===== config.mk =====
export PLATFORM = sky130hd
export DESIGN_NAME = immgen_pipe
export DESIGN_NICKNAME = d
export VERILOG_FILES = /design/src/rtl/immgen_pipe.sv
export SDC_FILE = /design/constraint.sdc
export NUM_CORES = 1
export LEC_CHECK = 0
export BUFFER_PORTS_ARGS = -buffer_cell sky130_fd_sc_hd__buf_2
export CAP_MARGIN = 20
export CORE_ASPECT_RATIO = 2
export CORE_MARGIN = 2
export CORE_UTILIZATION = 35
export CTS_CLUSTER_DIAMETER = 200
export DETAILED_ROUTE_END_ITERATION = 12
export PLACE_DENSITY = 0.59
export SYNTH_ARGS = -nofsm -noshare
export SYNTH_HDL_FRONTEND = slang
export SYNTH_SLANG_ARGS = --single-unit

===== constraint.sdc =====
create_clock -name i_clk -period 4.16 [get_ports i_clk]
set_clock_uncertainty 0.2 [all_clocks]
set_input_delay 0.416 -clock i_clk [delete_from_list [all_inputs] [get_ports i_clk]]
set_output_delay 0.416 -clock i_clk [all_outputs]
set_load 0.05 [all_outputs]

===== src/rtl/immgen_pipe.sv =====
// rtl/immgen_pipe.sv - registered RV immediate generator with 2-entry valid/ready skid stage
// Optional CSR zimm decode (format Z) enabled by defining IMMGEN_ZICSR_EN.
module immgen_pipe #(
    parameter int XLEN  = 32,
    parameter int TAG_W = 32
) (
    input  logic             i_clk,
    input  logic             i_rst,
    input  logic             i_flush,
    input  logic             i_valid,
    output logic             o_ready,
    input  logic [31:0]      i_inst,
    input  logic [TAG_W-1:0] i_tag,
    output logic             o_valid,
    input  logic             i_ready,
    output logic [XLEN-1:0]  o_imm,
    output logic [2:0]       o_fmt,
    output logic [31:0]      o_inst,
    output logic [TAG_W-1:0] o_tag
);

    localparam logic [2:0] FMT_NONE = 3'd0;
    localparam logic [2:0] FMT_I    = 3'd1;
    localparam logic [2:0] FMT_S    = 3'd2;
    localparam logic [2:0] FMT_B    = 3'd3;
    localparam logic [2:0] FMT_U    = 3'd4;
    localparam logic [2:0] FMT_J    = 3'd5;
`ifdef IMMGEN_ZICSR_EN
    localparam logic [2:0] FMT_Z    = 3'd6;
`endif

    typedef enum logic [1:0] {EMPTY, MAIN, SKID} state_t;

    state_t            state, state_nxt;
    logic              ready_q;
    logic              take, give;
    logic [31:0]       imm32;
    logic [2:0]        fmt_d;
    logic [XLEN-1:0]   imm_d;
    logic [XLEN-1:0]   head_imm, skid_imm;
    logic [2:0]        head_fmt, skid_fmt;
    logic [31:0]       head_inst, skid_inst;
    logic [TAG_W-1:0]  head_tag, skid_tag;

    // Every format is built as a 32-bit value, then sign-extended from bit 31 to XLEN.
    always_comb begin
        imm32 = '0;
        fmt_d = FMT_NONE;
        if (i_inst[1:0] == 2'b11) begin
            case (i_inst[6:2])
                5'b00000, 5'b00100, 5'b11001: begin
                    fmt_d = FMT_I;
                    imm32 = {{20{i_inst[31]}}, i_inst[31:20]};
                end
                5'b01000: begin
                    fmt_d = FMT_S;
                    imm32 = {{20{i_inst[31]}}, i_inst[31:25], i_inst[11:7]};
                end
                5'b11000: begin
                    fmt_d = FMT_B;
                    imm32 = {{19{i_inst[31]}}, i_inst[31], i_inst[7], i_inst[30:25], i_inst[11:8], 1'b0};
                end
                5'b01101, 5'b00101: begin
                    fmt_d = FMT_U;
                    imm32 = {i_inst[31:12], 12'b0};
                end
                5'b11011: begin
                    fmt_d = FMT_J;
                    imm32 = {{11{i_inst[31]}}, i_inst[31], i_inst[19:12], i_inst[20], i_inst[30:21], 1'b0};
                end
`ifdef IMMGEN_ZICSR_EN
                5'b11100: begin
                    if (i_inst[14]) begin
                        fmt_d = FMT_Z;
                        imm32 = {27'b0, i_inst[19:15]};
                    end
                end
`else
                5'b11100: ; // SYSTEM carries no immediate in this build
`endif
                default: ;
            endcase
        end
        imm_d = XLEN'($signed(imm32));
    end

    assign take = i_valid & ready_q;
    assign give = o_valid & i_ready;

    always_ff @(posedge i_clk) begin
        if (i_rst) begin
            state   <= EMPTY;
            ready_q <= 1'b1;
        end else begin
            state   <= state_nxt;
            ready_q <= (state_nxt != SKID);
        end
    end

    always_comb begin
        state_nxt = state;
        if (i_flush) begin
            state_nxt = EMPTY;
        end else begin
            case (state)
                EMPTY:   if (take) state_nxt = MAIN;
                MAIN: begin
                    if (take && !give)      state_nxt = SKID;
                    else if (give && !take) state_nxt = EMPTY;
                end
                SKID:    if (give) state_nxt = MAIN;
                default: state_nxt = EMPTY;
            endcase
        end
    end

    always_comb begin
        o_valid = (state != EMPTY);
        o_ready = ready_q;
        o_imm   = head_imm;
        o_fmt   = head_fmt;
        o_inst  = head_inst;
        o_tag   = head_tag;
    end

    // Data registers hold across flush and while empty; only reset clears them.
    always_ff @(posedge i_clk) begin
        if (i_rst) begin
            head_imm  <= '0;
            head_fmt  <= '0;
            head_inst <= '0;
            head_tag  <= '0;
            skid_imm  <= '0;
            skid_fmt  <= '0;
            skid_inst <= '0;
            skid_tag  <= '0;
        end else if (!i_flush) begin
            if ((state == EMPTY && take) || (state == MAIN && take && give)) begin
                head_imm  <= imm_d;
                head_fmt  <= fmt_d;
                head_inst <= i_inst;
                head_tag  <= i_tag;
            end else if (state == MAIN && take) begin
                skid_imm  <= imm_d;
                skid_fmt  <= fmt_d;
                skid_inst <= i_inst;
                skid_tag  <= i_tag;
            end else if (state == SKID && give) begin
                head_imm  <= skid_imm;
                head_fmt  <= skid_fmt;
                head_inst <= skid_inst;
                head_tag  <= skid_tag;
            end
        end
    end

endmodule


# After elaboration in Yosys (flattened, before gate mapping)
# Index checks and enable logic that the tools add are counted.
[word_totals] reg_bits=201 input_bits=69 word_cells=65 out_inout_bits=101
[classes] n_mux=22 n_reduce_logical=17 bitwise=4 eq_ne=12
[op_table] op="32-bit 2-to-1 mux" count=10
[op_table] op="32-bit one-hot mux with 5 select lines" count=1
[op_table] op="5-bit == test, second input constant" count=3
[op_table] op="3-bit one-hot mux with 5 select lines" count=1
[op_table] op="3-bit 2-to-1 mux" count=4
[op_table] op="5-bit by 3-bit == test with 1-bit output, second input constant" count=2
[op_table] op="5-bit by 4-bit == test with 1-bit output, second input constant" count=2
[op_table] op="2-bit 2-to-1 mux" count=5
[op_table] op="1-bit logical AND" count=6
[op_table] op="2-bit one-hot mux with 3 select lines" count=1
[op_table] op="3-bit AND reduction" count=2
[op_table] op="5-bit logical NOT" count=1
[op_table] op="2-bit == test, second input constant" count=2
[op_table] op="2-bit nonzero test" count=2
[op_table] op="3-bit OR reduction" count=1
[op_table] op="1-bit bitwise AND" count=2
[op_table] op="2-bit by 1-bit == test with 1-bit output, second input constant" count=1
[op_table] op="1-bit logical NOT" count=2
[op_table] op="2-bit logical NOT" count=1
[op_table] op="2-bit by 1-bit != test with 1-bit output, second input constant" count=1
[op_table] op="2-bit != test, second input constant" count=1
[op_table] op="1-bit NOT" count=2
[op_table] op="2-bit OR reduction" count=1
[op_table] op="1-bit logical OR" count=1

# Longest topological paths before layout
# Gate-level depths: netlist of run 1.
[depth] depth_word=8 ltp_mapped=9 depth_no_buf=5

# Worst setup path after synthesis of run 1
# No wires, ideal clock.
[synth_path] path_kind="register to register" startpoint="register ready_q, in the netlist o_ready" endpoint="register skid_fmt[1]" synth_period_minus_slack_ns=2.108 n_path_buf=4 t_arrival_ns=1.781 required_ns=3.832 stages_incl_launch_ff=9 setup_slack_ns=2.052 setup_time_ns=0.128 cell_sequence="dfxtp_1 -> and3b_1 -> buf_4 -> buf_4 -> nand3b_2 -> buf_4 -> buf_2 -> a21oi_1 -> nor2_1"
[synth_between] elab_chain_len=6 word_cells_on_any_way=7 cone_classes="bitwise (2); reduce/logical (5)"
[synth_rtl] item="start: declaration" line_no="35" source="logic ready_q;"
[synth_rtl] item="start signal: assignment" line_no="96" source="ready_q <= (state_nxt != SKID);"
[synth_rtl] item="1-bit bitwise AND (*)" line_no="87" source="assign take = i_valid & ready_q;"
[synth_rtl] item="1-bit logical AND" line_no="138, 143"
[synth_rtl] item="1-bit logical AND" line_no="138" source="if ((state == EMPTY && take) || (state == MAIN && take && give)) begin"
[synth_rtl] item="1-bit logical OR" line_no="138"
[synth_rtl] item="1-bit NOT (no source line)"
[synth_rtl] item="3-bit AND reduction (no source line) (*)"
[synth_rtl] item="end signal: assignment" line_no="145" source="skid_fmt <= fmt_d;"
[synth_rtl] item="end: declaration" line_no="41" source="logic [2:0] head_fmt, skid_fmt;"
# Mark *: on every way between the ends. The rest lies on a longest branch, timed or not.
# A chain may end at the register's enable or synchronous reset.

# Final worst setup path of run 1
[layout_path] startpoint="input i_ready" endpoint="register skid_fmt[1]"
[layout_between] elab_chain_len=5
[layout_rtl] item="start: declaration" line_no="15" source="input logic i_ready,"
[layout_rtl] item="1-bit bitwise AND" line_no="88" source="assign give = o_valid & i_ready;"
[layout_rtl] item="1-bit logical AND" line_no="138"
[layout_rtl] item="1-bit logical OR" line_no="138"
[layout_rtl] item="1-bit NOT (no source line)"
[layout_rtl] item="3-bit AND reduction (no source line)"
# Every way passes these cells.

==> results by stage, run 1 <==
Global routing:
- The first global-routing pass estimated 40850 µm of wire.
- The largest net degree at the start of global routing is 158.
- The global-route congestion overflow total is 0.
- The initial antenna violation count is 0.
- The number of global-route vias before repair is 7509.
- The overall routing resource usage is 0.1964.

Floorplan:
- The number of top-level pins is 170.
- The die height is 226.5 µm.
- The die outline area is 26100 µm².
- The placeable core region is 24420 µm².
- The die is 115.2 µm wide.
- The initial cell density of the core is 0.3546.
- The initialized floorplan defines 81 standard-cell rows.

Detailed routing:
- The violation count after the first detailed-routing iteration is 559.
- In the final routed layout, each cell accounts on average for 16.61 µm.
- The total number of vias is 8248.
- The number of detailed-routing iterations run before antenna repair is 5.
- The remaining antenna violation count after routing is 0.
- The mean number of vias per cell is 5.181.
- In the routed design, unresolved DRC markers number 0.
- Summed over all layers, the routed wires come to 26450 µm.

Final layout:
- The core occupancy in the finished layout is 0.4443.
- The number of antenna diodes is 0.
- The fraction of final layout cells sized beyond drive strength 1 is 0.1937.
- The net count of the finished layout is 1315.
- After filler insertion, the fill cell instance count of the layout stands at 2481.
- After routing the design area is 10850 µm².
- For this run, the number of standard cells in the final layout without fillers is 1592.
- The area growth from synthesis to layout is 25.31%.

Timing:
- The final setup TNS is 0 ns.
- For this run, the top clock speed supported by timing is 371.3 MHz.
- The final cycle utilization of the critical path is 0.6474.
- The final critical path time including I/O delays and setup is 2.693 ns.
- The number of max-slew violations in the final report came to 0.
- Setup repair after global routing left no endpoint under its margin.
- The worst-case headroom to the max-slew limit is 0.3647.
- Setup violations remaining at the end of the flow were counted as 0.
- The count of endpoints failing hold in the final timing report is 0.
- The actual transition at the worst max-transition pin is 0.9529 ns.

Critical path:
- On the critical path, the stage with the largest delay is an instance of sky130_fd_sc_hd__buf_4.
- The signal on the critical path passes through dlygate4sd3_1 -> buf_2 -> nand2b_1 -> nand3b_4 -> buf_4 -> nor3_1 -> a21oi_1 -> nor2_1.
- Counting both buffers and inverters, the worst setup path holds a total of 3.
- The source of the critical timing path is i_ready.
- The worst-case register-to-register setup slack is 1.55 ns.
- The worst path required time is 4.33 ns.
- The data arrival at the endpoint of the critical path is 2.86 ns.
- In this run the worst path has a maximum fanout of 63.
- The kind of cell with the highest combined delay on the critical path is buffers and inverters.
- The depth of the most critical reg-to-reg path is 5.
- The stage delay of the slowest cell on the critical path is 0.67 ns.
- The critical path is of the in -> reg type.
- The startpoint of the most critical register-to-register path is state[1].
- The type of origin of the critical path is an input port.
- In this run the critical register-to-register path is captured at o_tag[17].
- The kind of capture point of the worst setup path is a register.

CTS:
- TritonCTS built the clock tree.
- Once the clock tree was built, the resizer swapped 0 gates to a different size.
- The number of clock buffers added by TritonCTS is 20.
- Clock-pin slew was measured on the worst setup and hold paths at 0.07 ns.
- The tree built by TritonCTS fans out to 201 sinks.
- The worst-case clock buffer depth is 3.
- Clock tree synthesis selected as its root buffer the cell sky130_fd_sc_hd__clkbuf_16.
- Clock latency on the worst-skew pair, taken at its later pin, is 0.50 ns.
- The number of levels the H-tree was split into is 1.

Power:
- The completed layout was analyzed and its total power is 4.778 mW.
- The share of total power dissipated in combinational logic is 0.139.
- The maximum vdd drop is 0.2740 mV.
- The net switching power figure is 1.312 mW.
- The proportion of power drawn by the clock network is 0.438.
- The fraction of power consumed by sequential logic is 0.423.
- The static leakage is 4.034 nW.
- The switching part of the total is 0.2746.
- The power per unit of standard cell area is 440.2 nW/µm².
- The internal power contribution is 3.466 mW.

Logic synthesis:
- The flip-flop cell with the highest count after synthesis is sky130_fd_sc_hd__dfxtp_1.
- The average instance area after synthesis is 7.888 µm².
- The post-synthesis instance area is 8661 µm².
- The number of distinct library cells after synthesis is 51.
- sky130_fd_sc_hd__dfxtp_1 takes more of the synthesized area than any other cell.
- The most common cell in the synthesized netlist is sky130_fd_sc_hd__nand2_1.
- In this run, synthesis inferred 0 flip-flops with an integrated enable.
- After synthesis, the cell types taking the most area are sky130_fd_sc_hd__dfxtp_1, sky130_fd_sc_hd__nand2_1, sky130_fd_sc_hd__a311oi_1.
- The number of nets in the synthesized netlist is 1167.
- The count of yosys warnings during synthesis is 0.
- The cell count after synthesis is 1098.
- The commonest cells after synthesis are sky130_fd_sc_hd__nand2_1, sky130_fd_sc_hd__dfxtp_1, sky130_fd_sc_hd__nor2_1.
- The area share of the largest cell type after synthesis is 0.4646.
- In the synthesized netlist the async set-or-reset flop fraction comes to 0.
- For this run, the register share of the synthesized area comes to 0.4646.
- The synthesized design contains 201 register bits.

Placement:
- Counting tap cells, the placed design contains a total of 1508 instances.
- Input and output buffers added on the ports amount to 169.
- Summing all placed instances gives a cell area of 9610 µm².
- The detailed placement HPWL is 17020 µm.
- The weighted congestion at the end of routability-driven global placement is 0.8005.

Hold path:
- Along the worst hold path, the cell count comes to 3.
- The beginning of the worst hold path is i_inst[23].
- The min-delay analysis places its worst path in the category in -> reg.
- The hold path endpoint is skid_inst[23].

Run:
- Across the run, the number of max-cap violations was 0.

Outcome:
- The flow ran to the end, and the final reports show no timing, DRC or antenna violations.
## flip-flops by register name, indices dropped and copies added, names as in the netlist
signal and flops:
o_fmt 3, o_inst 32, skid_imm 32, skid_tag 32, o_tag 32, skid_inst 32, o_imm 32, state 2
skid_fmt 3, o_ready 1
## final cells by class
cell class / count / area (µm²) / share of cell area
Clock buffer: 27 / 578.1 / 0.05326
Clock inverter: 9 / 183.9 / 0.01695
Inverter: 6 / 22.52 / 0.002075
Multi-Input combinational cell: 783 / 4106 / 0.3784
Sequential cell: 201 / 4024 / 0.3708
Tap cell: 332 / 415.4 / 0.03828
Timing Repair Buffer: 234 / 1523 / 0.1403
## cells in the final DEF (no fill, tap or decap), drive strengths merged, types with 8 or more instances in the layout
cell type | Yosys | layout
nand2 | 324 | 324
dfxtp | 201 | 201
buf | 61 | 186
nor2 | 100 | 100
a21oi | 98 | 98
a311oi | 64 | 64
dlygate4sd3 | 0 | 48
o21ai | 36 | 36
clkbuf | 47 | 27
o41ai | 25 | 25
nand3 | 22 | 22
nor4 | 21 | 21
a31oi | 21 | 21
and3 | 9 | 9
o22ai | 8 | 8
o211ai | 8 | 8
## per-stage QoR
stage | setup slack [ns] | hold WS (ns)
2_1_floorplan | 2.052 | 0.2319
3_3_place_gp | 1.372 | 0.2389
3_5_place_dp | 1.324 | 0.2465
4_1_cts | 1.466 | 0.004734
5_1_grt | 1.304 | 0.02593
6_report | 1.467 | 0.02599
## routing by layer
metal | track usage | up-vias | wire, µm
met5 | 0 | - | 0
met4 | 0.07384 | 0 | 832
met3 | 0.02192 | 44 | 1047
met2 | 0.3503 | 205 | 13760
met1 | 0.2391 | 3867 | 10810
li1 | - | 4132 | -
## cell families (layout without fill, tap and decap cells)
logic type             after synthesis  in the layout  share of synthesized area
multiplexers                         6              6                   0.008379
AND/OR/NAND/NOR                    499            499                     0.2408
XOR/XNOR                             1              1                   0.001011
AO/OA/AOI/OAI                      277            277                     0.2212
flip-flops                         201            201                     0.4646
buffers and inverters              114            276                    0.06400
## power by group through the flow
stage          clock, mW  combinational (mW)  sequential (mW)
4_1_cts             2.14               0.670             2.02
5_1_grt             2.21               0.714             2.03
3_5_place_dp           0               0.633             2.07
2_1_floorplan          0               0.262             2.25
3_3_place_gp           0               0.630             2.06
6_report            2.09               0.664             2.02
## what timing repair did
item                      CTS  global route
setup buffers               0             0
hold endpoints to repair   81             0
hold buffers               48             0
## worst min-delay path, cell delays in order
cell	delay [ns]
sky130_fd_sc_hd__buf_2	0.15
sky130_fd_sc_hd__nand2_1	0.07
sky130_fd_sc_hd__a21oi_1	0.05
## how the worst max path moves through the flow
stage                   to  depth (start not counted)
3_3_place_gp     o_imm[10]                          6
2_1_floorplan  skid_fmt[1]                          8
5_1_grt        skid_fmt[1]                          8
4_1_cts        skid_fmt[1]                          8
6_report       skid_fmt[1]                          8
3_5_place_dp     o_imm[19]                          6
Power figures use the tool's default switching activity.
==> run 2: changes to the inputs <==
Settings changed: ABC_AREA set to 1, PLACE_DENSITY 0.59 to 0.61.
Clock period 4.16 ns to 2.2 ns, I/O delays scaled along.
==> run 2 against run 1 <==
  * Sequential share of layout area rose by 0.73 points
  * Worst setup slack worse by 1.2 ns
  * Clock power up 56%
  * Routed wire length is 2.1% lower
  * Cell area is 1.9% lower
  * Via count down 0.52%
  * Critical path depth is the same
  * Sequential power rose by 92%
  * Final cell count increased by 1.4%
  * Register-to-register slack worse by 1.3 ns
  * Critical path type is now reg -> reg
  * Critical endpoint is now o_inst[15]
  * Highest routed layer unchanged
==> results by stage, run 2 <==
Detailed routing:
- The violation count after the first detailed-routing iteration is 427.
- The detail route stage leaves a number of antenna-violating nets equal to 0.
- The per-cell routed wire length is 16.03 µm.
- Summed over all layers, the routed wires come to 25890 µm.
- In the routed design, unresolved DRC markers number 0.
- The number of detailed-routing iterations run before antenna repair is 5.
- For this block, the via count after detailed routing is 8205.
- The mean number of vias per cell is 5.080.

Logic synthesis:
- The share of synthesized area occupied by flip-flops and latches is 0.4881.
- In this run, synthesis inferred 0 flip-flops with an integrated enable.
- Synthesis produced a netlist with a net count of 1195.
- The cell count after synthesis came out at 1126.
- The area share of the largest cell type after synthesis is 0.4881.
- The flip-flop cell with the highest count after synthesis is sky130_fd_sc_hd__dfxtp_1.
- A synthesized cell averages 7.322 µm².
- The cell accounting for the most synthesized area is sky130_fd_sc_hd__dfxtp_1.
- The most common cell in the synthesized netlist is sky130_fd_sc_hd__nand2_1.
- In the post-synthesis netlist, the biggest area contributors are sky130_fd_sc_hd__dfxtp_1, sky130_fd_sc_hd__nand2_1, sky130_fd_sc_hd__o21ai_0.
- Counting flops with an async set or reset pin after synthesis yields a share of 0.
- Counting flops and latches in the post-synthesis netlist gives 201.
- Synthesis instantiated 25 different standard cells from the library.
- Yosys printed 0 warnings.
- By count the netlist is led by sky130_fd_sc_hd__nand2_1, sky130_fd_sc_hd__dfxtp_1, sky130_fd_sc_hd__o21ai_0.
- The post-synthesis instance area is 8244 µm².

Power:
- For this design the ratio of total power to cell area is 801.8 nW/µm².
- The internal power contribution is 6.060 mW.
- Summed over all nets, the switching power comes to 2.474 mW.
- The static leakage is 4.776 nW.
- The proportion of power drawn by the clock network is 0.383.
- Of the total power, combinational logic draws 0.163.
- The fraction of power consumed by sequential logic is 0.454.
- The worst-case IR drop observed on VDD is 0.8153 mV.
- The switching part of the total is 0.2899.

Hold path:
- The startpoint identified for the worst hold timing path is skid_inst[9].
- The type of the worst min-delay path is reg -> reg.
- The hold path endpoint is o_inst[9].
- Along the worst hold path, the cell count comes to 2.

Floorplan:
- The core region is 23230 µm².
- The initial cell density of the core is 0.3549.
- Measured along the y axis, the die boundary spans 221.0 µm.
- In this run the core area contains 79 standard-cell rows.
- In this run the count of I/O pins placed on the die edge is 170.
- The horizontal die dimension is 112.5 µm.
- The die covers 24870 µm².

CTS:
- In this run the number of H-tree levels came out at 1.
- The clock latency at the later pin of the worst-skew pair is 0.50 ns.
- The clock sink count is 201.
- Counting the buffers created by CTS gives 20.
- The worst-case clock buffer depth is 3.
- The clock-pin slew on the worst setup and hold paths is 0.07 ns.
- The clock root buffer master is sky130_fd_sc_hd__clkbuf_16.
- The clock tree from TritonCTS is built.

Timing:
- Setup repair after global routing left no endpoint under its margin.
- For the pin with the worst max-slew slack, the measured transition is 0.4234 ns.
- The worst path in the final design needs a cycle of 1.937 ns, including I/O delays and setup.
- The number of setup violations in the final report is 0.
- Of the available clock period, the critical path in the final layout requires 0.8802.
- The maximum clock rate is 516.4 MHz.
- The worst pin sits at a relative slew slack of 0.7177.
- The final setup TNS is 0 ns.
- The number of max-slew violations in the final report is 0.
- The count of endpoints failing hold in the final timing report is 0.

Global routing:
- The first-pass GRT wire length is 41620 µm.
- The overall routing resource usage is 0.2043.
- The initial antenna violation count was 0.
- The largest net degree at the start of global routing is 105.
- The number of global-route vias before repair is 7876.
- For this run the aggregate overflow at the end of global routing stands at 0.

Final layout:
- The number of antenna diodes in the final layout is 0.
- The area growth from synthesis to layout is 29.09%.
- The finished cells cover 10640 µm².
- Leaving out fill and tap cells, the most frequent cell in the layout is sky130_fd_sc_hd__nand2_1.
- For this run, the number of standard cells in the final layout without fillers is 1615.
- In the layout the commonest cells are sky130_fd_sc_hd__nand2_1, sky130_fd_sc_hd__dfxtp_1, sky130_fd_sc_hd__o21ai_0.
- The layout net count is 1389.
- The fraction of final layout cells sized beyond drive strength 1 is 0.1922.

Run:
- The number of max-cap violations is 0.

Outcome:
- The run finished with clean final reports.

Placement:
- The cell area reported after detailed placement is 9338 µm².
- The number of placed instances, taps included is 1512.
- The weighted congestion at the end of routability-driven global placement is 0.8219.
- The count of buffers from port buffering is 169.
- Once detailed placement completed, the half-perimeter wirelength came to 17120 µm.

Critical path:
- For flop-to-flop paths, the worst setup slack is 0.26 ns.
- The worst setup path is captured at a register.
- At the worst endpoint, the required time is 2.42 ns.
- The depth of the most critical reg-to-reg path is 8.
- For the worst setup path, the data arrival time is 2.16 ns.
- The capturing point of the worst reg2reg path is o_inst[15].
- The type of origin of the critical path is a register.
- The maximum fanout along the worst path is 42.
- In this run the critical register-to-register path is launched from o_ready.
- The setup path with the least slack is of type reg -> reg.
run 2: layer usage:
metal  up-vias  track usage  wire length, µm
met4         0       0.1066             1258
met5         -            0                0
met2       259       0.3725            13630
met1      3728       0.2281             9888
li1       4149            -                -
met3        69      0.02520             1113
run 2: what timing repair did:
| action | CTS | global route |
|---|---|---|
| hold buffers | 69 | 0 |
| buffers inserted | 0 | 0 |
| resized for setup | 0 | 0 |
| hold endpoints to repair | 161 | 0 |
run 2: cell families after synthesis:
family          count (synthesis)  synth area share
compound gates                353            0.2266
simple gates                  463            0.2260
buf+inv                       109           0.05934
flops                         201            0.4881
run 2: cell type report:
cell class | count | area [µm²]
multi-input combinational | 816 | 3737
clock buffer | 31 | 593.1
timing repair buffer | 261 | 1834
sequential | 201 | 4024
clock inverter | 3 | 21.27
fill | 2327 | 12590
inverter | 20 | 78.83
tap | 283 | 354.1
run 2: worst max-delay path by stage:
stage / start / to
2_1_floorplan: o_ready / o_fmt[1]
3_3_place_gp: state[0] / skid_tag[2]
3_5_place_dp: o_ready / o_tag[6]
4_1_cts: o_ready / o_tag[6]
5_1_grt: i_inst[5] / o_imm[28]
6_report: o_ready / o_inst[15]
run 2: through the flow:
| step | utilization | hold WS [ns] | setup slack, ns | power, mW |
|---|---|---|---|---|
| global route | 0.4582 | 0.2885 | 0.01433 | 8.875 |
| CTS | 0.4582 | 0.2723 | 0.2694 | 8.622 |
| detailed placement | 0.4020 | 0.2515 | 0.2863 | 5.250 |
| global placement | 0.4020 | 0.2580 | 0.3405 | 5.243 |
| floorplan | - | 0.09852 | 0.1243 | 4.831 |
| finish | 0.4582 | 0.2704 | 0.2635 | 8.534 |
run 2: power by group through the flow:
stage	Clock [mW]	Combinational, mW	Sequential [mW]
detailed placement	0	1.30	3.95
global route	3.49	1.50	3.89
global placement	0	1.29	3.95
finish	3.27	1.39	3.87
CTS	3.35	1.39	3.88
floorplan	0	0.460	4.37
run 2: worst max-delay path, stage by stage, from the launching register on:
cell and delay (ns):
sky130_fd_sc_hd__dfxtp_1 0.34, sky130_fd_sc_hd__nand2_1 0.11, sky130_fd_sc_hd__nor2_4 0.13, sky130_fd_sc_hd__nand2_2 0.13, sky130_fd_sc_hd__a21oi_4 0.21, sky130_fd_sc_hd__buf_12 0.22
sky130_fd_sc_hd__buf_12 0.21, sky130_fd_sc_hd__o21ai_0 0.10, sky130_fd_sc_hd__a31oi_1 0.17
